--- src/rtl/hpram_cmd_arbiter.sv ---
// Shares the HyperRAM command port between the camera write channel and the
// display read channel: fixed-length bursts, command gap, and read timeout.
module hpram_cmd_arbiter #(
    parameter int ADDR_WIDTH  = 22,
    parameter int DATA_WIDTH  = 32,
    parameter int BURST_WORDS = 16,
    parameter int CMD_GAP     = 4,
    parameter int RD_TIMEOUT  = 255
) (
    input  logic                    I_clk,
    input  logic                    I_rst,
    input  logic                    I_init_calib,
    input  logic                    I_wr_req,
    input  logic [ADDR_WIDTH-1:0]   I_wr_addr,
    input  logic [DATA_WIDTH-1:0]   I_wr_data,
    input  logic [DATA_WIDTH/8-1:0] I_wr_mask,
    output logic                    O_wr_pop,
    output logic                    O_wr_ack,
    input  logic                    I_rd_req,
    input  logic                    I_rd_urgent,
    input  logic [ADDR_WIDTH-1:0]   I_rd_addr,
    output logic                    O_rd_ack,
    output logic                    O_rd_valid,
    output logic [DATA_WIDTH-1:0]   O_rd_data,
    output logic                    O_cmd,
    output logic                    O_cmd_en,
    output logic [ADDR_WIDTH-1:0]   O_addr,
    output logic [DATA_WIDTH-1:0]   O_wr_data,
    output logic [DATA_WIDTH/8-1:0] O_data_mask,
    input  logic                    I_rd_data_valid,
    input  logic [DATA_WIDTH-1:0]   I_rd_data,
    output logic                    O_busy,
    output logic                    O_timeout
);

    localparam int BEAT_W = $clog2(BURST_WORDS) + 1;

    localparam logic [1:0] S_IDLE     = 2'd0;
    localparam logic [1:0] S_WR_BURST = 2'd1;
    localparam logic [1:0] S_RD_WAIT  = 2'd2;
    localparam logic [1:0] S_GAP      = 2'd3;

    logic [1:0]            state;
    logic [BEAT_W-1:0]     beat;
    logic [3:0]            gap_cnt;
    logic [9:0]            timer;
    logic                  last_wr;
    logic                  timeout_q;
    logic                  rd_valid_q;
    logic [DATA_WIDTH-1:0] rd_data_q;

    logic wr_grant;
    logic rd_grant;
    logic rd_beat_in;
    logic last_rd_beat;

    // Urgent read beats a tie; otherwise the side not served last time wins.
    always_comb begin
        wr_grant = 1'b0;
        rd_grant = 1'b0;
        if (!I_rst && I_init_calib && state == S_IDLE) begin
            if (I_wr_req && I_rd_req) begin
                if (I_rd_urgent || last_wr) rd_grant = 1'b1;
                else                        wr_grant = 1'b1;
            end else begin
                wr_grant = I_wr_req;
                rd_grant = I_rd_req;
            end
        end
    end

    assign rd_beat_in   = (state == S_RD_WAIT) && I_rd_data_valid;
    assign last_rd_beat = rd_beat_in && (beat == BEAT_W'(BURST_WORDS - 1));

    assign O_cmd_en    = wr_grant || rd_grant;
    assign O_cmd       = wr_grant;
    assign O_addr      = wr_grant ? I_wr_addr : (rd_grant ? I_rd_addr : '0);
    assign O_wr_ack    = wr_grant;
    assign O_rd_ack    = rd_grant;
    assign O_wr_pop    = wr_grant || (state == S_WR_BURST);
    assign O_wr_data   = O_wr_pop ? I_wr_data : '0;
    assign O_data_mask = O_wr_pop ? I_wr_mask : '0;
    assign O_busy      = (state != S_IDLE);
    assign O_timeout   = timeout_q;
    assign O_rd_valid  = rd_valid_q;
    assign O_rd_data   = rd_data_q;

    always_ff @(posedge I_clk) begin
        if (I_rst) begin
            state      <= S_IDLE;
            beat       <= '0;
            gap_cnt    <= '0;
            timer      <= '0;
            last_wr    <= 1'b0;
            timeout_q  <= 1'b0;
            rd_valid_q <= 1'b0;
            rd_data_q  <= '0;
        end else begin
            rd_valid_q <= rd_beat_in;
            if (rd_beat_in) rd_data_q <= I_rd_data;

            if (!I_init_calib) begin
                // Lost calibration abandons any burst in flight.
                state   <= S_IDLE;
                beat    <= '0;
                gap_cnt <= '0;
                timer   <= '0;
            end else begin
                case (state)
                    S_IDLE: begin
                        if (wr_grant) begin
                            state   <= S_WR_BURST;
                            beat    <= BEAT_W'(1);
                            last_wr <= 1'b1;
                        end else if (rd_grant) begin
                            state   <= S_RD_WAIT;
                            beat    <= '0;
                            timer   <= '0;
                            last_wr <= 1'b0;
                        end
                    end
                    S_WR_BURST: begin
                        beat <= beat + BEAT_W'(1);
                        if (beat == BEAT_W'(BURST_WORDS - 1)) begin
                            state   <= S_GAP;
                            gap_cnt <= '0;
                        end
                    end
                    S_RD_WAIT: begin
                        timer <= timer + 10'd1;
                        if (rd_beat_in) beat <= beat + BEAT_W'(1);
                        if (last_rd_beat) begin
                            state   <= S_GAP;
                            gap_cnt <= '0;
                        end else if (timer + 10'd1 == 10'(RD_TIMEOUT)) begin
                            timeout_q <= 1'b1;
                            state     <= S_GAP;
                            gap_cnt   <= '0;
                        end
                    end
                    default: begin
                        // CMD_GAP idle cycles plus the exit cycle back to IDLE.
                        if (gap_cnt == 4'(CMD_GAP)) state <= S_IDLE;
                        else                        gap_cnt <= gap_cnt + 4'd1;
                    end
                endcase
            end
        end
    end

endmodule

--- config.mk ---
export PLATFORM = sky130hd
export DESIGN_NAME = hpram_cmd_arbiter
export DESIGN_NICKNAME = d
export VERILOG_FILES = /design/src/rtl/hpram_cmd_arbiter.sv
export SDC_FILE = /design/constraint.sdc
export NUM_CORES = 1
export LEC_CHECK = 0
export CAP_MARGIN = 20
export CORE_ASPECT_RATIO = 0.9
export CORE_MARGIN = 5
export CORE_UTILIZATION = 35
export DETAILED_ROUTE_END_ITERATION = 7
export HOLD_SLACK_MARGIN = 0.03
export MAX_ROUTING_LAYER = met4
export PLACE_DENSITY = 0.9
export SYNTH_ARGS = -nofsm -noshare
export SYNTH_HDL_FRONTEND = slang
export SYNTH_SLANG_ARGS = --single-unit
--- constraint.sdc ---
create_clock -name I_clk -period 2.9 [get_ports I_clk]
set_input_delay 0.58 -clock I_clk [delete_from_list [all_inputs] [get_ports I_clk]]
set_output_delay 0.58 -clock I_clk [all_outputs]
set_load 0.02 [all_outputs]
**After elaboration in Yosys (flattened, before gate mapping)**

Index checks and enable logic that the tools add are counted.

- Shifts and indexed selects: 0
- Div/mod/pow operators: 0
- Multipliers: 0
- Add/sub/neg operators: 3
- Reduce and logical (&&, ||, !) cells: 22
- Equality and inequality tests: 12
- Muxes and demuxes: 31
- Bitwise operators: 3
- Order comparisons: 0

Operator list:

| kind | count |
|---|---|
| $mux W22 | 2 |
| $mux W32 | 1 |
| $mux W10 | 2 |
| $mux W4 | 5 |
| $pmux W10 S2 | 1 |
| $mux W5 | 3 |
| $pmux W5 S3 | 1 |
| $mux W2 | 6 |
| $pmux W4 S3 | 1 |
| $reduce_and A4 Y1 | 3 |
| $add A10 B1 Y10 const B | 1 |
| $eq A10 B8 Y1 const B | 1 |
| $reduce_and A3 Y1 | 3 |
| $mux W1 | 8 |
| $ne A2 B2 Y1 const B | 4 |
| $ne A3 B3 Y1 const B | 2 |
| $pmux W2 S3 | 1 |
| $reduce_bool A2 Y1 | 3 |
| $add A5 B1 Y5 const B | 1 |
| $eq A5 B4 Y1 const B | 1 |
| $logic_and A1 B1 Y1 | 5 |
| $add A4 B1 Y4 const B | 1 |
| $eq A4 B3 Y1 const B | 1 |
| $reduce_bool A4 Y1 | 1 |
| other kinds (9) | 13 |

- RAM bits: 0
- Memories kept: 0
- Bits in latches: 0
- Input bits: 119
- Output and inout port bits: 98
- Flip-flop bits (word level): 56
- Logic and storage cells: 79
- Bits in read-only memories: 0

**Longest topological paths before layout**

- Depth in word-level cells: 7
- Gate-level depth with buffers: 8

**Least setup slack after synthesis**

Ideal clock, no wire load.

- Path kind: input to output
- From: input port I_rst
- To: output port O_addr[13]
- Arrival time: 2.170 ns
- Stages on the path: 7
- Setup slack: 0.150 ns
- Cells stage by stage: buf_2 nor2b_1 clkbuf_1 and4_1 buf_2 clkbuf_1 a22o_1

- Cells in the longest elaborated chain, start to end: 6
- Elaborated cells between the ends (all ways): 7

RTL lines:

| item | line | source |
|---|---|---|
| start, declared | 11 | `input logic I_rst,` |
| $logic_not A1 Y1 | 61 | `if (!I_rst && I_init_calib && state == S_IDLE) begin` |
| $logic_and A1 B1 Y1 (2 in a row) | 61 |  |
| $mux W1 | 61 |  |
| net O_rd_ack | 22 | `output logic O_rd_ack,` |
| $mux W22 (2 in a row) | 77 | `assign O_addr = wr_grant ? I_wr_addr : (rd_grant ? I_rd_addr : '0);` |
| end, declared | 27 | `output logic [ADDR_WIDTH-1:0] O_addr,` |

The timed path passes the listed nets, and every way through them passes these cells.

**Worst setup path after layout**

- From: input port I_rd_req
- To: output port O_wr_data[25]

- Cells in the longest elaborated chain, start to end: 5

RTL lines:

| item | line | source |
|---|---|---|
| start, declared | 19 | `input logic I_rd_req,` |
| $logic_and A1 B1 Y1 | 62 | `if (I_wr_req && I_rd_req) begin` |
| $mux W1 | 62 |  |
| $mux W1 | 61 |  |
| $logic_or A1 B1 Y1 | 80 | `assign O_wr_pop = wr_grant \|\| (state == S_WR_BURST);` |
| $mux W32 | 81 | `assign O_wr_data = O_wr_pop ? I_wr_data : '0;` |
| end, declared | 28 | `output logic [DATA_WIDTH-1:0] O_wr_data,` |

Every way passes these cells.

==> metrics.cfg <==
[global_routing]
grt_use_total=0.221
antenna_found_initial=0
grt.overflow.total=0
grt_start_max_net_pins=34
grt_pass1_wl_mm=18.6
grt_pass1_vias=3725

[cts]
cts_sinks=56
clk_latency_ns=0.31
clkTransAtPathRegs_ns=0.10
clockRootBuffer=clkbuf_8
tritoncts=built
cts_inserted_buffers=5
h-tree-depth=2
cts_max_path_buffers=2

[setup_path]
critical_path.max_fanout=4
worst_ep_arrival_time_ns=2.22
crit_path_start_kind=primary input
end_kind=output pin
critPathTopFamily=buffers and inverters
path_cells=clkdlybuf4s50_1 > a2111oi_4 > buf_4 > nor2_4 > buf_12 > buf_16 > nor2b_1 > buf_2
cp.required_ns=2.32
cp_slowest_cell=clkdlybuf4s50_1
path_class=primary input to output pin
rrSetupSlack_ns=0.46
critPathBufInv=5
slowest_delay_ns=0.51

[synth]
ys_seq_area_frac=0.364
synth_ff_type=dfxtp_1
avgSynthCellArea_um2=7.79
ys_ff_latch=56
ys_types=52
synth_edf_count=0
syn_inst=395
synthesis.nets=524
synthArstFlopShare=0
netlist_area_um2=3080
yosysWarnings=0

[pwr]
seq_power_share=0.470
power_switching_uw=456
p_int_mw=1.22
peakVddDrop_mv=0.187
power.density_nw_per_um2=305
switching_share=0.273
clkPwrFrac=0.257
p_comb_frac=0.273
finalPower_mw=1.67
leakage_nw=2.17

[final_layout]
drive_above_1_share=0.174
finalNonFillerCells=733
layout_common_cells=clkdlybuf4s50_1, nand2_1, dfxtp_1
area_delta_synth_final_pct=78.2
fin_nets=742
diodes=0
final_common_cell=clkdlybuf4s50_1

[floorplan]
rows=32
pin_count=217
core_um2=8570
dieArea_um2=10800
chipWidth_um=109
initial_core_util=0.359
die_y_um=98.9

[timing]
slew_headroom=0.702
clock_skew_ns=0.00471
finalCritPeriodShare=0.965
setup_viol=0
rsz0062_at_grt=false
worst_pin_slew_ns=0.447
max_freq_mhz=357
fin_ws_ns=0.100
hold_viol=0
min_period_ns=2.80
slew_viol_final=0

[placement]
io_buffers=216
pre_cts_ws_ns=-0.697
gp_congestion=0.912
dp_hpwl_mm=9.55
place_inst=715

[drt]
routed-via-count=3751
wire_per_inst_um=16.7
first_pass_iters=5
via_per_inst=5.12
drc=0
ant_nets=0
drtIter0Drc=208
wirelength_mm=12.2

[run]
cap_violations=0

[run_status]
status=complete, no violations

[hold_path]
hold_path.class=flip-flop to flip-flop

## path summary, 6_finish.rpt
check                    start            end  cells after the start
setup / recovery      I_rd_req  O_wr_data[25]                      8
hold / removal    O_rd_data[0]   O_rd_data[0]                      2
hold reg to reg   O_rd_data[0]   O_rd_data[0]                      2
setup reg to reg      timer[0]     gap_cnt[2]                      6
## stage by stage
step	util	setup TNS, ns	hold WS (ns)	instance area, um^2
after detailed placement	0.629	-36.60	0.447	5390
after global routing	0.640	0	0.485	5480
after global placement	0.629	-34.34	0.438	5390
after floorplan	-	0	0.432	3080
after CTS	0.633	0	0.462	5420
final	0.640	0	0.461	5480
## layout make-up
cell class                      count  area [um^2]
Fill cell                         743         3080
Timing Repair Buffer              240         2260
Multi-Input combinational cell    299         1820
Sequential cell                    56         1120
Tap cell                          119          149
Clock buffer                        5         68.8
Inverter                           11         41.3
Clock inverter                      3         22.5
## state kept, by name, indices dropped and copies added (netlist names)
name / cells
timer: 10
beat: 5
state: 2
O_timeout: 1
last_wr: 1
gap_cnt: 4
O_rd_data: 32
O_rd_valid: 1
## kinds of logic (layout without fill, tap and decap cells)
logic type / Yosys count / in the layout / synth area share
compound gates: 109 / 109 / 0.246
xor+xnor: 2 / 2 / 0.00569
fa+ha+maj: 10 / 10 / 0.0407
buf+inv: 40 / 259 / 0.0557
flops: 56 / 56 / 0.364
mux: 3 / 3 / 0.00976
simple gates: 175 / 175 / 0.277
## routing by layer
| layer | track usage | vias up | routed length, um |
|---|---|---|---|
| li1 | - | 1813 | - |
| met1 | 0.263 | 1727 | 4890 |
| met5 | - | - | 0 |
| met2 | 0.379 | 189 | 6040 |
| met4 | 0.0534 | 0 | 259 |
| met3 | 0.0472 | 22 | 1060 |
## worst register-to-register path, stage by stage (launching register included)
cell and delay (ns):
dfxtp_1 0.51, ha_1 0.36, and4_1 0.30, o2111ai_1 0.18, a211oi_2 0.44, o21ai_0 0.22, o221a_2 0.32
## synth_stat cells, drive strengths merged, types with 5 or more instances
cell    count  area, um^2
a21oi      41         205
a22o       22         193
a311oi      5        43.8
a31oi       5        31.3
and2        6        37.5
and3        6        37.5
buf        11        62.6
clkbuf     18        67.6
dfxtp      56        1120
ha         10         125
inv        10        37.5
nand2      86         323
nand3       8        40.0
nor2       13        51.3
nor2b      38         238
o21ai      13        65.1
## power groups by stage
stage / combinational [mW] / sequential (mW) / clock (mW)
CTS: 0.451 / 0.787 / 0.444
global route: 0.485 / 0.788 / 0.483
global placement: 0.440 / 0.804 / 0
detailed placement: 0.445 / 0.805 / 0
floorplan: 0.156 / 0.814 / 0
finish: 0.457 / 0.787 / 0.430
## what timing repair did
item                                    4_1_cts  5_1_grt
gates resized for setup                     267       28
gates cloned                                  5        0
hold buffers                                  0        0
setup buffers                                 4        1
endpoints found under the setup margin       63       30
pin swaps                                     7        3
No activity file was read; power rests on OpenSTA's default activity.
